File: config.mk
export PLATFORM = sky130hd
export DESIGN_NAME = inst_fetch
export DESIGN_NICKNAME = d
export VERILOG_FILES = /design/src/rtl/inst_fetch_pkg.sv /design/src/rtl/inst_fetch_pc_gen.sv /design/src/rtl/inst_fetch.sv
export SDC_FILE = /design/constraint.sdc
export NUM_CORES = 1
export LEC_CHECK = 0
export BUFFER_PORTS_ARGS = -buffer_cell sky130_fd_sc_hd__buf_2
export CELL_PAD_IN_SITES_DETAIL_PLACEMENT = 0
export CELL_PAD_IN_SITES_GLOBAL_PLACEMENT = 2
export CORE_UTILIZATION = 34
export CTS_BUF_LIST = sky130_fd_sc_hd__clkbuf_4 sky130_fd_sc_hd__clkbuf_8
export DETAILED_ROUTE_END_ITERATION = 7
export PLACE_DENSITY = 0.87
export SYNTH_ARGS = -nofsm -noshare
export SYNTH_HDL_FRONTEND = slang
export SYNTH_SLANG_ARGS = --single-unit
File: constraint.sdc
create_clock -name clk -period 2.2 [get_ports clk]
set_input_delay 0.33 -clock clk [delete_from_list [all_inputs] [get_ports clk]]
set_output_delay 0.33 -clock clk [all_outputs]
set_load 0.01 [all_outputs]
File: src/rtl/inst_fetch_pkg.sv
// Shared types and constants for the instruction-fetch front end.
package inst_fetch_pkg;

  localparam int          PC_W         = 32;
  localparam logic [31:0] RESET_PC_DEF = 32'h0000_0000;
  localparam logic [31:0] NOP_INST     = 32'h0000_0000;

  typedef enum logic {
    S_BOOT = 1'b0,
    S_RUN  = 1'b1
  } if_state_e;

  // Sequential fetch step: next word, wrapping at 2^32.
  function automatic logic [PC_W-1:0] pc_incr(input logic [PC_W-1:0] pc);
    return pc + 32'd4;
  endfunction

endpackage

File: src/rtl/inst_fetch_pc_gen.sv
// PC generator: holds the fetch PC and a deferred branch target, and
// resolves next-PC precedence (redirect > pending > pc+4 > hold).
module if_pc_gen
  import inst_fetch_pkg::*;
#(
  parameter logic [31:0] RESET_PC = RESET_PC_DEF
) (
  input  logic            clk,
  input  logic            resetn,
  input  logic            load,
  input  logic            if_valid,
  input  logic            jbr_valid,
  input  logic [PC_W-1:0] jbr_target,
  output logic [PC_W-1:0] pc
);

  logic            pending;
  logic [PC_W-1:0] tgt_q;

  // Next-PC selection. A redirect with a same-cycle load means the delay
  // slot is being captured right now, so the target can go straight to pc.
  // A redirect with the delay slot already held (if_valid, no load) also
  // goes straight to pc. Only when the slot is not yet captured and nothing
  // loads is the target parked until the next load.
  always_ff @(posedge clk or negedge resetn) begin
    if (!resetn) begin
      pc      <= RESET_PC;
      pending <= 1'b0;
      tgt_q   <= '0;
    end else if (jbr_valid && load) begin
      pc      <= jbr_target;
      pending <= 1'b0;
    end else if (jbr_valid && if_valid) begin
      pc <= jbr_target;
    end else if (jbr_valid) begin
      pending <= 1'b1;
      tgt_q   <= jbr_target;
    end else if (load) begin
      if (pending) begin
        pc      <= tgt_q;
        pending <= 1'b0;
      end else begin
        pc <= pc_incr(pc);
      end
    end
  end

endmodule

File: src/rtl/inst_fetch.sv
// Instruction-fetch front end: drives the combinational instruction ROM,
// captures the returned word into a one-entry output register and hands it
// to decode over if_valid/id_allowin. Branch redirects follow MIPS
// delay-slot semantics (the slot after a branch is always delivered).
// Optional build macro IF_PERF_CNT_EN adds fetch_cnt/stall_cnt counters.
//
//   state  | meaning
//   S_BOOT | one idle cycle after reset release, no fetch
//   S_RUN  | normal fetch; load when output empty or being consumed
module inst_fetch
  import inst_fetch_pkg::*;
#(
  parameter logic [31:0] RESET_PC = RESET_PC_DEF,
  parameter int          ROM_AW   = 5
) (
  input  logic              clk,
  input  logic              resetn,
  output logic [ROM_AW-1:0] rom_addr,
  input  logic [31:0]       rom_inst,
  input  logic              id_allowin,
  output logic              if_valid,
  output logic [31:0]       if_pc,
  output logic [31:0]       if_inst,
  input  logic              jbr_valid,
  input  logic [31:0]       jbr_target
`ifdef IF_PERF_CNT_EN
  ,
  output logic [31:0]       fetch_cnt,
  output logic [31:0]       stall_cnt
`endif
);

  if_state_e       state;
  logic [PC_W-1:0] pc;
  logic            load;

  assign rom_addr = pc[ROM_AW+1:2];
  assign load     = (state == S_RUN) && (!if_valid || id_allowin);

  if_pc_gen #(
    .RESET_PC (RESET_PC)
  ) u_pc_gen (
    .clk        (clk),
    .resetn     (resetn),
    .load       (load),
    .if_valid   (if_valid),
    .jbr_valid  (jbr_valid),
    .jbr_target (jbr_target),
    .pc         (pc)
  );

  // FSM and output register; on a stall everything simply holds.
  always_ff @(posedge clk or negedge resetn) begin
    if (!resetn) begin
      state    <= S_BOOT;
      if_valid <= 1'b0;
      if_pc    <= '0;
      if_inst  <= NOP_INST;
    end else begin
      case (state)
        S_BOOT: state <= S_RUN;
        S_RUN: begin
          if (load) begin
            if_valid <= 1'b1;
            if_pc    <= pc;
            if_inst  <= rom_inst;
          end
        end
        default: state <= S_BOOT;
      endcase
    end
  end

`ifdef IF_PERF_CNT_EN
  // Transfer and stall counters, both free-running and wrapping.
  always_ff @(posedge clk or negedge resetn) begin
    if (!resetn) begin
      fetch_cnt <= '0;
      stall_cnt <= '0;
    end else begin
      if (if_valid && id_allowin)  fetch_cnt <= fetch_cnt + 32'd1;
      if (if_valid && !id_allowin) stall_cnt <= stall_cnt + 32'd1;
    end
  end
`endif

endmodule
==> impl_metrics.py <==
metrics = {
    "status": {
        "outcome": "complete, no violations",
    },
    "detailed_routing": {
        "ant_nets": 0,
        "totalWireLength_um": 16870,
        "viasPerCell": 5.017,
        "num_vias": 5082,
        "drc": 0,
        "dr.pass1.iters": 4,
        "routedWlPerCell_um": 16.65,
        "drtIter0Drc": 246,
    },
    "setup_path": {
        "cp.arrival_ps": 2400,
        "cp_slowest_cell": "dfrtp_1",
        "slowest_delay_ps": 480,
        "worstSetupStartpointType": "flop",
        "cp_max_fo": 7,
        "path_cells": "ha_1, and4_1, nand3_1, o211a_1, a311oi_1",
        "end_kind": "flop",
        "critical_path_required_ps": 2570,
        "criticalPathCategory": "reg2reg",
    },
    "clock_network": {
        "cts_made_buffers": 17,
        "tritoncts": "yes",
        "cts-htree-levels": 4,
        "clkTransAtPathRegs_ps": 80,
        "clkSinkCount": 131,
        "postCtsHoldBufs": 1,
        "cts-resized-gates": 0,
        "cts.path.max_buffers": 2,
        "clk_latency_ps": 450,
        "post_cts_buffers": 0,
        "root_buffer": "clkbuf_8",
    },
    "final_layout": {
        "n_antenna_cell": 0,
        "fin_area_um2": 7477,
        "final_cells": 1013,
        "final_layout_size_suffix_gt1_share_pct": 30.33,
        "syn2layout_area_growth_pct": 23.96,
        "layout_common_cells": "nand2_1, buf_2, dfrtp_1",
        "layout.cells.most_common": "nand2_1",
        "nets": 844,
    },
    "placed_design": {
        "dp_cells": 980,
        "post-place-ws_ps": 164.5,
        "gp_congestion": 0.7844,
        "place_area_um2": 7033,
        "io_buffers": 137,
        "post-dp-hpwl_um": 11280,
    },
    "synthesis": {
        "ys.flop_type": "dfrtp_1",
        "ys_warn_count": 0,
        "synth_cell_types": 54,
        "syn-num-nets": 706,
        "synth_seq_cells": 131,
        "ys_async_sr_fraction_pct": 100.0,
        "synth_edf_count": 0,
        "synthCells": 637,
        "netlist_area_um2": 6032,
        "syn_area_per_cell_um2": 9.469,
        "synth_seq_area_share_pct": 54.35,
    },
    "sta": {
        "finalCriticalPeriod_ps": 2035,
        "worst_slack_ps": 165.0,
        "relSlewSlack_pct": 40.46,
        "fmax_mhz": 491.4,
        "worst_slew_pin_slew_ps": 893.0,
        "tns_ps": 0,
        "rsz0062_at_grt": "false",
        "drv_slew": 0,
        "hold_viol": 0,
        "period_share_pct": 92.50,
        "fin_skew_ps": 12.75,
        "final-setup-viol-count": 0,
    },
    "power_and_ir_drop": {
        "combPwrFrac_pct": 17.0,
        "p_leak_nw": 3.759,
        "cellPowerDensity_nw_per_um2": 846.1,
        "pwr-share-clk_pct": 35.8,
        "intPower_mw": 4.526,
        "irDropWorstVdd_mv": 0.3929,
        "p_seq_share_pct": 47.2,
        "swShare_pct": 28.46,
        "p_sw_mw": 1.801,
    },
    "floorplanning": {
        "rows": 48,
        "die_h_um": 135.2,
        "dieArea_um2": 18280,
        "core_area_um2": 17300,
        "start_util_pct": 34.87,
        "io_pins": 138,
        "dieWidth_um": 135.2,
    },
    "worst_hold_path": {
        "min_path_type": "in2reg",
    },
    "global_route": {
        "grt_use_total_pct": 19.54,
        "grt_first_pass_wirelength_um": 27180,
        "grt_pass1_vias": 5161,
        "use_met3_pct": 5.724,
        "met2_usage_pct": 30.48,
        "grt_max_degree": 83,
        "overflow": 0,
        "grtUsageMet1_pct": 25.47,
        "antenna_found_initial": 1,
        "top_usage_layer": "met2",
    },
    "run": {
        "cap_violations": 0,
    },
}
kinds of logic after synthesis:
family,synth area share [%]
AOI/OAI and AO/OA,9.438
xor gates and xnor gates,2.614
buffers and inverters,3.423
DFF,54.35
other,0.06217
adders and majority gates,0.2074
and+or+nand+nor,23.25
muxes,6.658
final cells by class:
cell class,instances,area [um2]
Timing Repair Buffer,161,912.1
Tap cell,225,281.5
Multi-Input combinational cell,461,2560
Clock inverter,10,156.4
Clock buffer,22,277.8
Sequential cell,131,3278
Fill cell,1738,9819
Inverter,3,11.26
cells in the mapped netlist (all sizes together), types with 4 or more instances:
master | number | area share [%]
nand2 | 229 | 14
dfrtp | 131 | 54
mux2 | 33 | 6.2
nor2 | 27 | 1.7
o21ai | 25 | 2.1
buf | 21 | 1.9
clkbuf | 21 | 1.3
and3 | 20 | 2.2
a21oi | 12 | 1.0
nand4 | 12 | 1.2
a221oi | 11 | 1.6
xor2 | 11 | 1.6
nand3 | 9 | 0.95
o22ai | 9 | 0.93
xnor2 | 7 | 1.0
a31oi | 5 | 0.52
a211oi | 4 | 0.50
a311oi | 4 | 0.58
and4 | 4 | 0.58
nor3 | 4 | 0.50
flip-flops by register name, indices dropped and copies added, names as in the netlist:
signal	cells
if_inst	32
if_pc	32
u_pc_gen.pc	32
u_pc_gen.tgt_q	32
if_valid	1
state	1
u_pc_gen.pending	1
power groups by stage:
stage | Combinational, mW | Sequential, mW | Clock, mW
detailed placement | 1.09 | 3.03 | 0
global placement | 1.06 | 3.01 | 0
CTS | 1.10 | 2.98 | 2.33
global route | 1.21 | 3.03 | 2.45
finish | 1.08 | 2.98 | 2.27
floorplan | 0.537 | 3.06 | 0
layer usage:
metal / share of wire, % / wire length, um
met2: 47 / 7906
met3: 6.9 / 1166
met4: 1.8 / 297
met1: 44 / 7482
met5: 0.077 / 13
path summary, 6_finish.rpt:
| kind | startpoint | end | slack [ps] | cells after the start |
|---|---|---|---|---|
| max in group asynchronous | resetn | if_inst[12] | 1290 | 3 |
| max reg2reg | u_pc_gen.pc[2] | u_pc_gen.pc[22] | 170 | 5 |
| min in group asynchronous | resetn | u_pc_gen.tgt_q[31] | 240 | 2 |
| min reg2reg | if_pc[14] | if_pc[14] | 470 | 2 |
| min | rom_inst[6] | if_inst[6] | 60 | 3 |
| max | u_pc_gen.pc[2] | u_pc_gen.pc[22] | 170 | 5 |
worst max-delay path: cells and delay by family, from the launching register on:
kind                       cells  cell delay [ps]
and+or+nand+nor                2              620
adders and majority gates      1              290
AOI/OAI and AO/OA              2              560
DFF                            1              480
through the flow:
step	total power [mW]	util (%)	hold WS, ps
2_1_floorplan	3.600	-	34.41
3_3_place_gp	4.078	40.66	138.4
3_5_place_dp	4.118	40.66	139.5
4_1_cts	6.413	43.23	30.97
5_1_grt	6.696	43.23	26.98
6_report	6.327	43.23	62.38
Note: power is estimated with default switching activity, not from simulation.
